## src/rtl/move_arbiter.sv

```systemverilog
// Cursor-movement arbiter: paces IR-remote and pushbutton direction requests
// with a step tick and drives a saturating cursor position without preemption.
module move_arbiter #(
    parameter int TICK_DIV   = 2500000,
    parameter int HOLD_TICKS = 3,
    parameter int X_MAX      = 15,
    parameter int Y_MAX      = 15,
    parameter int X_START    = 7,
    parameter int Y_START    = 7
) (
    input  logic       clk,
    input  logic       reset,
    input  logic [1:0] ir_dir_x,
    input  logic [1:0] ir_dir_y,
    input  logic       ir_valid,
    input  logic [1:0] btn_dir_x,
    input  logic [1:0] btn_dir_y,
    output logic [3:0] pos_x,
    output logic [3:0] pos_y,
    output logic       step,
    output logic [1:0] owner
);

    // state | meaning
    // IDLE  | no source active, cursor parked
    // IR    | latched IR command owns the cursor until its hold expires
    // BTN   | pushbuttons own the cursor while any axis is pressed
    typedef enum logic [1:0] {
        IDLE = 2'd0,
        IR   = 2'd1,
        BTN  = 2'd2
    } state_t;

    localparam int CW = $clog2(TICK_DIV);

    state_t        state, next_state;
    logic [CW-1:0] tick_cnt;
    logic          tick;
    logic [3:0]    hold_cnt;
    logic [1:0]    ir_cmd_x, ir_cmd_y;
    logic          ir_active, btn_active;
    logic [1:0]    dir_x, dir_y;
    logic [3:0]    nxt_x, nxt_y;

    function automatic logic [3:0] move_axis(input logic [3:0] p, input logic [1:0] d,
                                             input logic [3:0] lim);
        move_axis = p;
        if (d == 2'd0 && p != 4'd0)
            move_axis = p - 4'd1;
        else if (d == 2'd1 && p < lim)
            move_axis = p + 4'd1;
    endfunction

    assign tick       = (tick_cnt == CW'(TICK_DIV - 1));
    assign ir_active  = (hold_cnt != 4'd0) && (!ir_cmd_x[1] || !ir_cmd_y[1]);
    assign btn_active = !btn_dir_x[1] || !btn_dir_y[1];

    always_comb begin
        next_state = IDLE;
        case (state)
            IR:      next_state = ir_active ? IR : (btn_active ? BTN : IDLE);
            default: next_state = btn_active ? BTN : (ir_active ? IR : IDLE);
        endcase
    end

    // The incoming owner's direction is applied on the same tick as the grant.
    always_comb begin
        dir_x = 2'd2;
        dir_y = 2'd2;
        if (next_state == IR) begin
            dir_x = ir_cmd_x;
            dir_y = ir_cmd_y;
        end else if (next_state == BTN) begin
            dir_x = btn_dir_x;
            dir_y = btn_dir_y;
        end
    end

    assign nxt_x = move_axis(pos_x, dir_x, 4'(X_MAX));
    assign nxt_y = move_axis(pos_y, dir_y, 4'(Y_MAX));

    always_ff @(posedge clk or posedge reset) begin
        if (reset) begin
            tick_cnt <= '0;
            hold_cnt <= 4'd0;
            ir_cmd_x <= 2'd2;
            ir_cmd_y <= 2'd2;
            state    <= IDLE;
            pos_x    <= 4'(X_START);
            pos_y    <= 4'(Y_START);
            step     <= 1'b0;
        end else begin
            tick_cnt <= tick ? '0 : tick_cnt + CW'(1);

            // A fresh command reloads the hold even on a tick cycle.
            if (ir_valid) begin
                ir_cmd_x <= ir_dir_x;
                ir_cmd_y <= ir_dir_y;
                hold_cnt <= 4'(HOLD_TICKS);
            end else if (tick && hold_cnt != 4'd0) begin
                hold_cnt <= hold_cnt - 4'd1;
            end

            if (tick) begin
                state <= next_state;
                pos_x <= nxt_x;
                pos_y <= nxt_y;
                step  <= (nxt_x != pos_x) || (nxt_y != pos_y);
            end else begin
                step  <= 1'b0;
            end
        end
    end

    assign owner = state;

endmodule

```

## config.mk

```make
export PLATFORM = sky130hd
export DESIGN_NAME = move_arbiter
export DESIGN_NICKNAME = d
export VERILOG_FILES = /design/src/rtl/move_arbiter.sv
export SDC_FILE = /design/constraint.sdc
export NUM_CORES = 1
export LEC_CHECK = 0
export ABC_AREA = 1
export ABC_CLOCK_PERIOD_IN_PS = 2200
export CORE_ASPECT_RATIO = 0.7
export CORE_UTILIZATION = 30
export CTS_CLUSTER_SIZE = 12
export DETAILED_ROUTE_END_ITERATION = 16
export PLACE_DENSITY_LB_ADDON = 0.1
export SKIP_LAST_GASP = 1
export SYNTH_ARGS = -nofsm -noshare
export SYNTH_HDL_FRONTEND = slang
export SYNTH_SLANG_ARGS = --single-unit
```

## constraint.sdc

```tcl
create_clock -name clk -period 2.2 [get_ports clk]
set_input_delay 0.44 -clock clk [delete_from_list [all_inputs] [get_ports clk]]
set_output_delay 0.44 -clock clk [all_outputs]
set_load 0.02 [all_outputs]
```

-- Word level (Yosys, flattened, before mapping)
Cells that the tools add are included.
- register bits after elaboration: 41
- word-level logic and storage cells: 60
- bits of input ports: 11
- output and inout bits: 11
- $add $sub $neg: 6
- $lt $le $gt $ge: 2
- multiplexer cells: 17
- equal/unequal tests: 8
- reductions and logical operators: 19
- operators by type and width (operator ; number):
    4-bit two-way mux ; 6
    22-bit by 1-bit adder with 22-bit output (second input constant) ; 1
    22-bit == test (second input constant) ; 1
    22-bit two-way mux ; 1
    2-bit two-way mux ; 8
    4-bit nonzero test ; 3
    4-bit by 1-bit subtractor with 4-bit output (second input constant) ; 3
    4-bit by 1-bit adder with 4-bit output (second input constant) ; 2
    2-bit by 1-bit == test with 1-bit output (second input constant) ; 4
    4-bit less-than comparator (second input constant) ; 2
    4-bit != test ; 2
    1-bit logical AND ; 6
    1-bit logical NOT ; 4
    2-bit logical NOT ; 2
    1-bit logical OR ; 3
    2-bit == test (second input constant) ; 1
    1-bit two-way mux ; 2
    2-bit nonzero test ; 1

-- Depth between registers and ports, before layout
Gate-level depths: netlist of run 1.
- depth after elaboration: 16
- mapped depth: 13
- mapped depth without buffers: 13

-- Worst setup path after synthesis of run 1
No wires, ideal clock.
- kind: register to register
- start point: reg pos_x[0]
- end point: reg pos_x[0]
- path slack: 0.619 ns
- path buffers: 0
- library setup time: 0.081 ns
- data required time: 2.119 ns
- stages on the path, launching flop included: 10
- period minus slack after synthesis: 1.581 ns
- arrival: 1.501 ns
- cell sequence: dfstp_2 inv_1 ha_1 nand2_1 nor2_1 nor2_4 nand2_1 nand2_2 nand2_4 xor2_1
- longest elaborated chain between the ends: 4
- elaborated cells on any way between the ends: 8
- those cells by class: add/sub (2); order compare (1); mux (2); reduce/logical (3)
- RTL lines (element ; line ; text):
    start, declared ; 18 ; output logic [3:0] pos_x,
    start signal, assigned ; 89 ; pos_x <= 4'(X_START);
    start signal, assigned ; 106 ; pos_x <= nxt_x;
    4-bit less-than comparator ; 50 ; else if (d == 2'd1 && p < lim)
    1-bit logical AND ; 50 ;
    4-bit two-way mux ; 50 ;
    4-bit two-way mux * ; 48 ; if (d == 2'd0 && p != 4'd0)
Every way passes the cells marked *; elsewhere a longest branch is shown, timed or not.
A chain may end at the register's enable or synchronous reset.

-- Worst setup path in the final report of run 1
- start point: reg pos_x[2]
- end point: out pos_x[2]
No word-level cell between the ends.

==> results.yml, run 1 <==
status:
  status: "complete, no violations"
grt:
  grt_pass1_wl_um: 10400
  grt_antenna_before_repair: 0
  grt_max_degree: 42
  grt_pass1_vias: 2089
  grt-ovfl-total: 0
  grt.total_usage_pct: 14.5
synth:
  synth_edf_count: 0
  syn_avg_cell_area_um2: 7.80
  ys.flop_type: "dfrtp_1"
  yosysUniqueCellTypes: 37
  ys_seq_area_share_pct: 37.6
  synth_common_cells: "nand2_1, inv_1, nand3_1, dfrtp_1"
  yosys_register_bits: 41
  synth_top_area_cell: "dfrtp_1"
  yosysMostFrequentCell: "nand2_1"
  syn_inst: 353
  synthArstFlopShare_pct: 100
  synth_area_leaders: "dfrtp_1, nand2_1, inv_1, dfstp_2, nand3_1"
  syn_nets: 370
  netlist_area_um2: 2750
  synth_top_area_share_pct: 30.0
  yosysWarnings: 0
placed_design:
  placedCellCount: 491
  place_area_um2: 3110
  routabilityCongestion: 0.795
  dp_hpwl_um: 4850
  port_buffers: 21
setup_path:
  crit_path_end_kind: "primary output"
  rr_endpoint: "pos_y[3]$_DFFE_PP0N_"
  cp_top_family: "flip-flops"
  path_cells: "clkdlybuf4s50_1"
  path_depth: 1
  critPathLaunch: "pos_x[2]$_DFFE_PP1N_"
  arrival_ns: 1.55
  start_kind: "flop"
  r2r_setup_slack_ns: 0.46
  regToRegStartpoint: "tick_cnt[0]$_DFF_PP0_"
  critical_path_buf_inv_count: 1
  path_class: "reg -> out"
  worst-r2r-cell-count: 9
  cp_max_fo: 8
  cp_slowest_stage_delay_ns: 0.63
  crit_end: "pos_x[2]"
  critPathRequiredTime_ns: 1.76
  slowest_stage: "dfstp_2"
final_layout:
  layout-drive-gt1-share_pct: 16.1
  fin_nets: 395
  final_core_util_pct: 37.8
  fillerInstances: 923
  fin_cells: 499
  area_delta_synth_final_pct: 19.4
  final_area_um2: 3290
  antenna_cells: 0
clocking:
  cts_tree: "built"
  post_cts_resized: 0
  post_cts_buffers: 0
  insertion_delay_ns: 0.28
  cts_made_buffers: 5
  clock_path_buffers: 2
  htreeDepth: 2
  clock_sinks: 41
  clk_pin_slew_ns: 0.06
  cts_hold_buf: 0
  root_buffer: "clkbuf_16"
sta:
  relSlewSlack_pct: 65.4
  setup_viol: 0
  slew_viol_final: 0
  setup_tns_ns: 0
  whs_ns: 0.481
  worst_slew_pin_slew_ns: 0.515
  fin_skew_ns: 0.00249
  final-hold-violation-count: 0
  min_period_ns: 1.99
  fmax_ghz: 0.503
  rsz0062_at_grt: "no"
  timing.final.crit_share_pct: 90.3
floorplanning:
  dieArea_um2: 9570
  pin_count: 22
  design.core.area_um2: 8690
  die_width_um: 117
  rows: 28
  start_util_pct: 31.7
  die_height_um: 82.2
power_and_ir_drop:
  p_per_area_nw_per_um2: 524
  ir_worst_vdd_uv: 282
  p_leak_nw: 1.61
routing:
  wl_um: 6300
  wl_per_cell_um: 12.6
  drt-pass1-iter-count: 4
  ant_nets: 0
  via_per_inst: 4.57
  num_vias: 2278
  drt_iter0_drc: 154
  drc_errors: 0
run:
  drv_cap: 0
min_path:
  hold_class: "reg -> reg"
-- cells in the final DEF (no fill, tap or decap), types with 4 or more instances in the layout --
master / instances
xor2_1: 10
ha_1: 6
dfrtp_1: 33
o21ai_0: 12
nand4_1: 17
nor2_2: 4
nor2_4: 6
clkbuf_16: 5
nor4_1: 6
nor3_1: 10
inv_1: 58
a21oi_1: 8
clkdlybuf4s50_1: 21
xnor2_1: 6
nand2_4: 6
nor2_1: 17
nand2_1: 72
nand2_2: 13
nand3_1: 34
dfstp_2: 8
-- layer usage --
layer,share of wire [%],up-vias,GRT usage [%]
met4,0.43,0,3.08
li1,-,1190,-
met2,39,43,19.5
met3,4.1,2,2.85
met1,57,1043,23.0
met5,0,-,0
-- logic make-up after synthesis --
kind of cell | synth area share, %
simple gates | 39.2
buf+inv | 10.3
flops | 37.6
compound gates | 5.09
xor+xnor | 5.09
fa+ha+maj | 2.73
-- how the worst min path moves through the flow --
stage / start / endpoint / slack (ns) / cells past startpoint
3_3_place_gp: tick_cnt[0]$_DFF_PP0_ / tick_cnt[0]$_DFF_PP0_ / 0.48 / 1
6_report: tick_cnt[0]$_DFF_PP0_ / tick_cnt[0]$_DFF_PP0_ / 0.48 / 1
3_5_place_dp: ir_cmd_x[0]$_DFFE_PP0P_ / ir_cmd_x[0]$_DFFE_PP0P_ / 0.47 / 2
2_1_floorplan: ir_cmd_x[0]$_DFFE_PP0P_ / ir_cmd_x[0]$_DFFE_PP0P_ / 0.44 / 2
4_1_cts: tick_cnt[0]$_DFF_PP0_ / tick_cnt[0]$_DFF_PP0_ / 0.49 / 1
5_1_grt: reset / step$_DFF_PP0_ / 0.51 / 3
-- power breakdown --
| part | leakage, nW | internal, W | switching, W |
|---|---|---|---|
| sequential | 0.496 | 0.000764 | 0.00000326 |
| combinational | 1.03 | 0.0000357 | 0.0000589 |
| clock | 0.0841 | 0.000567 | 0.000293 |
-- registers in the layout, indices dropped and copies added, names as in the netlist --
register,count
pos_y,4
hold_cnt,4
owner,2
ir_cmd_x,2
step,1
tick_cnt,22
ir_cmd_y,2
pos_x,4
-- final cells by class --
| cell class | count | area (um^2) | area share, % |
|---|---|---|---|
| clock buffers | 7 | 143 | 4.34 |
| clock inverters | 1 | 30.0 | 0.914 |
| inverters | 65 | 263 | 7.99 |
| multi-input cells | 243 | 1440 | 43.7 |
| flip-flops and latches | 41 | 1040 | 31.5 |
| well taps | 120 | 150 | 4.57 |
| repair buffers | 22 | 230 | 7.00 |
-- through the flow --
step	worst slack, ns	total power (W)
final	0.213	0.00172
after floorplan	0.619	0.000837
after detailed placement	0.193	0.000877
after global routing	0.161	0.00179
after CTS	0.199	0.00175
after global placement	0.256	0.000878
(Power assumes the default switching activity.)
==> inputs of run 2 (changes only) <==
CAP_MARGIN = 20   (was unset)
CORE_UTILIZATION = 26   (was 30)
MAX_ROUTING_LAYER = met4   (was unset)
==> run 2 against run 1 <==
Global-route usage is 1.0 points lower. Non-clock buffer count is 1 higher. Power is 6.7% lower. Wire length is 2.7% higher. Setup slack hardly changed. Maximum frequency hardly changed. Via count is 1.6% lower. Largest power group is now sequential cells. First-iteration DRC count is 29% lower.
==> results.yml, run 2 (same netlist as run 1, synthesis figures left out) <==
clocking:
  clock_path_buffers: 2
  insertion_delay_ns: 0.29
  htreeDepth: 2
  post_cts_buffers: 0
  clock_sinks: 41
  cts_made_buffers: 5
  clk_pin_slew_ns: 0.06
  cts_hold_buf: 0
  root_buffer: "clkbuf_16"
  post_cts_resized: 0
  cts_tree: "built"
run:
  drv_cap: 0
final_layout:
  final_cell_mix: "nand2_1, inv_1, nand3_1"
  area_delta_synth_final_pct: 19.2
  largest_register_ffs: 22
  regMostFlops: "tick_cnt"
  final_common_cell: "nand2_1"
  antenna_cells: 0
  fin_cells: 512
  fin_nets: 396
  layout-drive-gt1-share_pct: 16.1
power_and_ir_drop:
  p_per_area_nw_per_um2: 489
  ir_worst_vdd_uv: 235
  p_leak_nw: 1.60
placed_design:
  dp_hpwl_um: 5040
  port_buffers: 21
  routabilityCongestion: 0.831
  placedCellCount: 504
setup_path:
  start_kind: "flop"
  crit_path_end_kind: "primary output"
  cp_max_fo: 8
  slowest_stage: "clkdlybuf4s50_1"
  path_class: "reg -> out"
  critPathRequiredTime_ns: 1.76
  path_cells: "clkdlybuf4s50_1"
  cp_top_family: "buffers and inverters"
  cp_slowest_stage_delay_ns: 0.64
  critical_path_buf_inv_count: 1
  arrival_ns: 1.55
sta:
  worst_slew_pin_slew_ns: 0.551
  fin_skew_ns: 0.00948
  rsz0062_at_grt: "no"
  setup_viol: 0
  relSlewSlack_pct: 63.0
  timing.final.crit_share_pct: 90.3
  final-hold-violation-count: 0
  fmax_ghz: 0.503
  setup_tns_ns: 0
  whs_ns: 0.441
  min_period_ns: 1.99
  slew_viol_final: 0
routing:
  ant_nets: 0
  via_per_inst: 4.38
  wl_per_cell_um: 12.6
  drc_errors: 0
  drt_iter0_drc: 109
  drt-pass1-iter-count: 4
  num_vias: 2241
  wl_um: 6470
floorplanning:
  start_util_pct: 26.7
  die_height_um: 88.1
  dieArea_um2: 11000
  pin_count: 22
  die_width_um: 125
  rows: 31
  design.core.area_um2: 10300
grt:
  use_met1_pct: 19.9
  grt_pass1_vias: 2150
  use_met3_pct: 2.75
  grt-ovfl-total: 0
  grt_max_degree: 29
  grt_use_met2_pct: 18.2
  grt_pass1_wl_um: 11100
  grt_antenna_before_repair: 0
  grt.total_usage_pct: 13.5
  grt-busiest-layer: "met1"
status:
  status: "complete, no violations"
min_path:
  hold_class: "in -> async"
==> run 2: cell count changes in the layout (fill, tap and decap cells not counted) <==
cell and change:
buf_4 +1, bufinv_16 -1, clkbuf_1 +1
==> run 2: final cells by class <==
cell class / count / area [um^2]
Multi-Input combinational cell: 243 / 1440
Inverter: 65 / 263
Clock buffer: 8 / 146
Fill cell: 1100 / 7030
Sequential cell: 41 / 1040
Tap cell: 132 / 165
Timing Repair Buffer: 23 / 238
==> run 2: report_power, final <==
group | internal [W] | switching, W
Clock | 0.000453 | 0.000291
Combinational | 0.0000355 | 0.0000594
Sequential | 0.000764 | 0.00000341
Total | 0.00125 | 0.000354
==> run 2: metrics by stage <==
| stage | area, um^2 | total power, W | setup WS (ns) | util, % |
|---|---|---|---|---|
| CTS | 3280 | 0.00164 | 0.193 | 31.8 |
| finish | 3280 | 0.00161 | 0.212 | 31.8 |
| detailed placement | 3140 | 0.000878 | 0.187 | 30.4 |
| global placement | 3140 | 0.000878 | 0.201 | 30.4 |
| global route | 3280 | 0.00168 | 0.132 | 31.8 |
| floorplan | 2750 | 0.000837 | 0.619 | - |
==> run 2: final timing paths <==
kind,startpoint,cells past startpoint,slack [ns],endpoint
min,reset,2,0.44,tick_cnt[17]$_DFF_PP0_
min reg2reg,ir_cmd_y[0]$_DFFE_PP0P_,2,0.48,ir_cmd_y[0]$_DFFE_PP0P_
max,pos_x[2]$_DFFE_PP1N_,1,0.21,pos_x[2]
min in group clk,ir_cmd_y[0]$_DFFE_PP0P_,2,0.48,ir_cmd_y[0]$_DFFE_PP0P_
max reg2reg,tick_cnt[9]$_DFF_PP0_,7,0.38,hold_cnt[3]$_DFFE_PP0P_
max in group asynchronous,reset,3,1.18,ir_cmd_y[1]$_DFFE_PP1P_
==> run 2: metal layers <==
layer / up-vias / part of all wire (%) / wire length, um
met4: 0 / 0.36 / 23
li1: 1198 / - / -
met1: 1007 / 57 / 3700
met3: 2 / 2.6 / 170
met5: - / 0 / 0
met2: 34 / 40 / 2580
==> inputs of run 3 (changes only) <==
ABC_CLOCK_PERIOD_IN_PS = 1850   (was 2200)
clock period = 1.85 ns   (was 2.2 ns; I/O delays follow)
==> run 3 against run 2 <==
Count of clock-buffer cells in the layout shrank 1. Sequential share of layout area decreased by 1.1 points. Core utilization rose by 1.2 points. Sequential cell count did not move. Critical endpoint unchanged. Global-route usage is essentially flat. Wire length up 0.76%. Power increased by 19%. Via count is 2.7% higher.
==> results.yml, run 3 (same netlist as run 1, synthesis figures left out) <==
status:
  status: "complete, no violations"
floorplanning:
  design.core.area_um2: 10300
  start_util_pct: 26.7
  dieArea_um2: 11000
  die_height_um: 88.1
  pin_count: 22
  die_width_um: 125
  rows: 31
routing:
  drt-pass1-iter-count: 4
  wl_um: 6520
  via_per_inst: 4.38
  ant_nets: 0
  drc_errors: 0
  wl_per_cell_um: 12.4
  drt_iter0_drc: 127
  num_vias: 2301
grt:
  grt_max_degree: 42
  use_met3_pct: 2.99
  grt_use_met2_pct: 18.0
  grt-ovfl-total: 0
  use_met1_pct: 19.8
  grt_antenna_before_repair: 0
  grt-busiest-layer: "met1"
  grt.total_usage_pct: 13.5
  grt_pass1_vias: 2208
  grt_pass1_wl_um: 11200
placed_design:
  dp_hpwl_um: 5140
  routabilityCongestion: 0.833
  port_buffers: 21
  placedCellCount: 518
  place_area_um2: 3240
  pre_cts_slack_ns: -0.0690
setup_path:
  regToRegStartpoint: "tick_cnt[14]$_DFF_PP0_"
  cp_slowest_stage_delay_ns: 0.60
  arrival_ns: 1.41
  cp_top_family: "buffers and inverters"
  critPathRequiredTime_ns: 1.48
  path_cells: "clkdlybuf4s50_1"
  path_class: "reg -> out"
  critical_path_buf_inv_count: 1
  rr_endpoint: "pos_y[2]$_DFFE_PP1N_"
  slowest_stage: "clkdlybuf4s50_1"
  worst-r2r-cell-count: 8
  cp_max_fo: 2
  crit_path_end_kind: "primary output"
  start_kind: "flop"
  path_depth: 1
  r2r_setup_slack_ns: 0.15
power_and_ir_drop:
  power.total_w: 0.00191
  p_switching_w: 0.000423
  power.share.clock_pct: 45.9
  ir_worst_vdd_uv: 298
  p_per_area_nw_per_um2: 562
  p_leak_nw: 1.66
  p_int_w: 0.00149
  combPwrFrac_pct: 6.5
  seqPwrFrac_pct: 47.7
  swShare_pct: 22.1
sta:
  fmax_ghz: 0.561
  min_period_ns: 1.78
  slew_viol_final: 0
  final-hold-violation-count: 0
  worst_slack_ns: 0.0660
  fin_skew_ns: 0.00620
  setup_viol: 0
  rsz0062_at_grt: "no"
  relSlewSlack_pct: 69.1
  timing.final.crit_share_pct: 96.4
  worst_slew_pin_slew_ns: 0.460
final_layout:
  final_cell_mix: "nand2_1, inv_1, nand3_1, dfrtp_1"
  area_delta_synth_final_pct: 23.7
  final_common_cell: "nand2_1"
  fin_cells: 525
  largest_register_ffs: 22
  fin_nets: 410
  final_area_um2: 3410
  regArea_um2: 1040
  regMostFlops: "tick_cnt"
  layout-drive-gt1-share_pct: 19.8
  multi_input_comb_area_um2: 1450
  final_core_util_pct: 33.0
  fillerInstances: 1140
  antenna_cells: 0
clocking:
  clock_sinks: 41
  post_cts_buffers: 0
  htreeDepth: 2
  clk_pin_slew_ns: 0.06
  insertion_delay_ns: 0.28
  cts_made_buffers: 5
  cts_hold_buf: 0
  cts_tree: "built"
  root_buffer: "clkbuf_16"
  clock_path_buffers: 2
run:
  drv_cap: 0
min_path:
  hold_class: "in -> async"
[run 3: changes by cell type in the layout (fill, tap and decap cells not counted), sizes merged]
cell,delta
buf,+14
clkbuf,-1
clkdlybuf4s50,-6
dlygate4sd2,+1
dlymetal6s2s,+5
[run 3: power by group through the flow]
stage / combinational (W) / sequential [W] / clock, W
floorplan: 0.0000681 / 0.000927 / 0
global placement: 0.000126 / 0.000928 / 0
detailed placement: 0.000126 / 0.000928 / 0
CTS: 0.000127 / 0.000912 / 0.000912
global route: 0.000141 / 0.000912 / 0.000964
finish: 0.000124 / 0.000912 / 0.000877
[run 3: how the worst max path moves through the flow]
stage                                from                      to  slack [ns]
floorplan            pos_x[0]$_DFFE_PP1N_    pos_x[0]$_DFFE_PP1N_        0.27
CTS                  pos_x[0]$_DFFE_PP1N_                pos_x[0]        0.01
finish               pos_x[2]$_DFFE_PP1N_                pos_x[2]        0.07
detailed placement           btn_dir_x[1]    pos_y[0]$_DFFE_PP1N_       -0.07
global placement             btn_dir_x[1]    pos_y[0]$_DFFE_PP1N_       -0.03
global route        tick_cnt[0]$_DFF_PP0_  tick_cnt[14]$_DFF_PP0_       0.002
[run 3: stage by stage]
stage               hold slack (ns)  TNS, ns
CTS                           0.438        0
detailed placement            0.471   -0.280
floorplan                     0.442        0
finish                        0.414        0
global route                  0.463        0
global placement              0.473   -0.101
[run 3: what timing repair did]
action,CTS,global route
pin swaps,0,1
gates cloned,0,0
setup endpoints to repair,1,17
gates resized for setup,1,8
[run 3: cell type report]
class | instances | share of cell area, %
sequential | 41 | 30.4
timing repair buffer | 37 | 10.4
clock buffer | 7 | 4.19
multi-input combinational | 243 | 42.4
inverter | 65 | 7.71
tap | 132 | 4.85
[run 3: layer usage]
layer | up-vias | wire length (um)
li1 | 1218 | -
met1 | 1050 | 3780
met2 | 26 | 2460
met3 | 7 | 207
met4 | 0 | 74
met5 | - | 0
==> RTL edit 1: new RTL, flow settings as in run 3 <==
Reset style: synchronous (`reset`), changed in one clocked block.
--- a/src/rtl/move_arbiter.sv
+++ b/src/rtl/move_arbiter.sv
@@ -81,3 +81,3 @@
 
-    always_ff @(posedge clk or posedge reset) begin
+    always_ff @(posedge clk) begin
         if (reset) begin
Behaviour: same outputs for any inputs over 10 cycles, from zero or initial values and one cycle with reset high; that may be too few to reach the edited logic, so the function may still have changed.
==> RTL edit 1 against run 3 <==
Synthesized area is 13% lower; maximum frequency is 1.8% higher; first-iteration DRC count decreased by 43%; worst setup slack improved by 31 ps; cell area fell by 11%; sequential cell count unchanged; power increased by 1.4%; sequential power shrank 0.8%; wire length down 6.9%; critical path type is now input pin to flop.
==> RTL edit 1: results <==
[grt]
grt_usage_pct = 14.9
grtUsageMet2_pct = 18.7
grt_pass1_wl_um = 10500
grtUsageMet1_pct = 22.7
grt_pass1_vias = 2111
use_met3_pct = 3.72
grt_max_degree = 13

[synth]
synth_area_leaders = dfxtp_1, nand2_1, inv_1
synthTopCellsByCount = nand2_1, inv_1, dfxtp_1, nor2_1, nand3_1
ys_seq_area_share_pct = 34.3
synth_cells = 339
synthXorXnorAreaFrac_pct = 0.732
ys_types = 40
syn_nets = 357
synthAdderAreaFrac_pct = 3.66
synth_compound_area_share_pct = 11.6
synth_mux_area_share_pct = 0
synthArstFlopShare_pct = 0

[cells_and_area]
fin_cells = 502
nets = 399
drive_gt1_share_pct = 17.8

[min_path]
hold_class = flop to flop

[clock_tree]
cts_resized = 0

[place]
io_buffers = 21
dp_hpwl_um = 4820
place_congestion = 0.823
preCtsSetupSlack_ps = -145
dp.cells = 491
placed_area_mm2 = 0.00284

[timing]
worst_pin_slew_ps = 454
holdWs_ps = 448
fin_crit_ps = 1750
finalClockSkew_ps = 10.8

[worst_setup_path]
r2r_cells = 10
max_stage_delay_ps = 480
r2r-start = hold_cnt[1]
critPathCapture = pos_y[0]
crit_path_max_fanout = 5
crit_path_start = btn_dir_x[1]
cp_top_family = simple AND/OR/NAND/NOR gates
worstPathArrival_ps = 1920

[route]
drt-initial-drc-count = 72
routed-wl-met2_um = 2170
routedWlPerCell_um = 12.1
wl_met1_um = 3670
highest_layer = met4
met3WireLength_um = 211
num_vias = 2228

[pwr]
cellLeakagePower_uw = 0.00123
vdd_drop_max_v = 0.000244

[run_status]
status = finished, final reports clean
RTL edit 1: cell count changes in the layout (fill, tap and decap cells not counted), sizes merged, moves of 5 or more:
cell	change
dfrtp	-33
a21oi	+14
clkdlybuf4s50	+6
xnor2	-5
nand3	-5
nand2	-12
dlymetal6s2s	-5
dfxtp	+41
xor2	-9
inv	-11
dfstp	-8
nor2	+10
RTL edit 1: cells by family (layout without fill, tap and decap cells):
family / Yosys count / after routing
AOI/OAI and AO/OA: 48 / 48
xor gates and xnor gates: 2 / 2
adders and majority gates: 7 / 7
buffers and inverters: 55 / 98
DFF: 41 / 41
and+or+nand+nor: 186 / 186
RTL edit 1: cell type report:
class / count / area (um2)
clock buffer: 6 / 129
tap: 120 / 150
sequential: 41 / 821
timing repair buffer: 38 / 338
multi-input combinational: 243 / 1400
clock inverter: 2 / 10.0
inverter: 52 / 195
fill: 985 / 5650
RTL edit 1: where the power goes:
part	leakage [uW]	internal, uW	switching, uW
sequential	0.000333	897	7.89
clock	0.0000706	496	353
combinational	0.000830	78.2	108
==> RTL edit 2: new RTL, config.mk and constraints of run 3 <==
Made on the original files. Change the parameter `TICK_DIV` from 2500000 to 625000.
--- a/src/rtl/move_arbiter.sv
+++ b/src/rtl/move_arbiter.sv
@@ -3,3 +3,3 @@
 module move_arbiter #(
-    parameter int TICK_DIV   = 2500000,
+    parameter int TICK_DIV   = 625000,
     parameter int HOLD_TICKS = 3,
Behaviour: same outputs for any inputs over 10 cycles, from zero or initial values and one cycle with reset high; that may be too few to reach the edited logic, so the function may still have changed.
==> RTL edit 2 against run 3 <==
Critical path depth unchanged; global-route usage up 0.60 points; power down 3.0%; sequential power down 4.6%; utilization up 0.92 points; wire length down 4.6%; via count down 3.5%; worst setup slack worse by 33 ps; sequential cell count down 2; die area down 7.4%; synthesized area down 7.6%; cell area down 7.5%; combinational power down 7%.
==> RTL edit 2: results <==
[synth]
synthTopCellsByCount = nand2_1, inv_1, nand3_1, dfrtp_1, nor2_1
syn_nets = 350
synthXorXnorAreaFrac_pct = 5.16
synth_compound_area_share_pct = 5.80
ys_types = 35
synth_area_leaders = dfrtp_1, nand2_1, dfstp_2
synthAdderAreaFrac_pct = 2.95
ys_seq_area_share_pct = 38.7

[cells_and_area]
multi_input_gates = 232
multi_input_area_mm2 = 0.00133
num-nonclk-buffers = 33
fill_cells = 1022
largest_register_ffs = 20
clk_share_pct = 4.68
drive_gt1_share_pct = 20.1
seq_share_pct = 31.3
num-nonclk-inverters = 57
buffer_area_share_pct = 10.1
nets = 385

[timing]
slew_headroom_pct = 77.5
finalClockSkew_ps = 9.17

[place]
preCtsSetupSlack_ps = -38.2
dp_hpwl_um = 4880
place_congestion = 0.866

[worst_setup_path]
critPathCapture = pos_x[0]
r2r_cells = 10
crit_path_start = pos_x[0]
r2r-start = tick_cnt[0]
crit_path_max_fanout = 4
timing.rr.end = hold_cnt[1]
worstPathArrival_ps = 1450

[route]
wl_um = 6230
drt-initial-drc-count = 93

[grt]
grt_usage_pct = 14.1
grt_pass1_vias = 2070
grt_max_degree = 40

[pwr]
vdd_drop_max_v = 0.000264
cellLeakagePower_uw = 0.00151

[run_status]
status = finished, final reports clean
## RTL edit 2: power by group
part / internal, uW / switching (uW)
Combinational: 45.8 / 69.2
Clock: 535 / 338
Sequential: 865 / 5.06
Total: 1440 / 412
## RTL edit 2: metal layers
layer | global-route usage, % | vias up | part of all wire (%) | wire (um)
met5 | - | - | 0 | 0
met4 | 4.04 | 0 | 1.3 | 79
met3 | 3.74 | 8 | 5.6 | 348
met2 | 16.6 | 37 | 34 | 2150
met1 | 22.1 | 1027 | 59 | 3650
li1 | - | 1148 | - | -
## RTL edit 2: metrics by stage
stage	setup TNS (ps)	area, um2	cells	hold WS, ps
global placement	-20.8	2990	485	456
floorplan	0	2540	333	431
finish	0	3150	493	432
detailed placement	-134	2990	485	459
CTS	0	3130	493	443
global route	0	3150	493	451
## RTL edit 2: timing repair
action                     CTS  global route
resized for setup            2             6
setup endpoints to repair    2            13
cloned                       0             0
pin swaps                    0             0
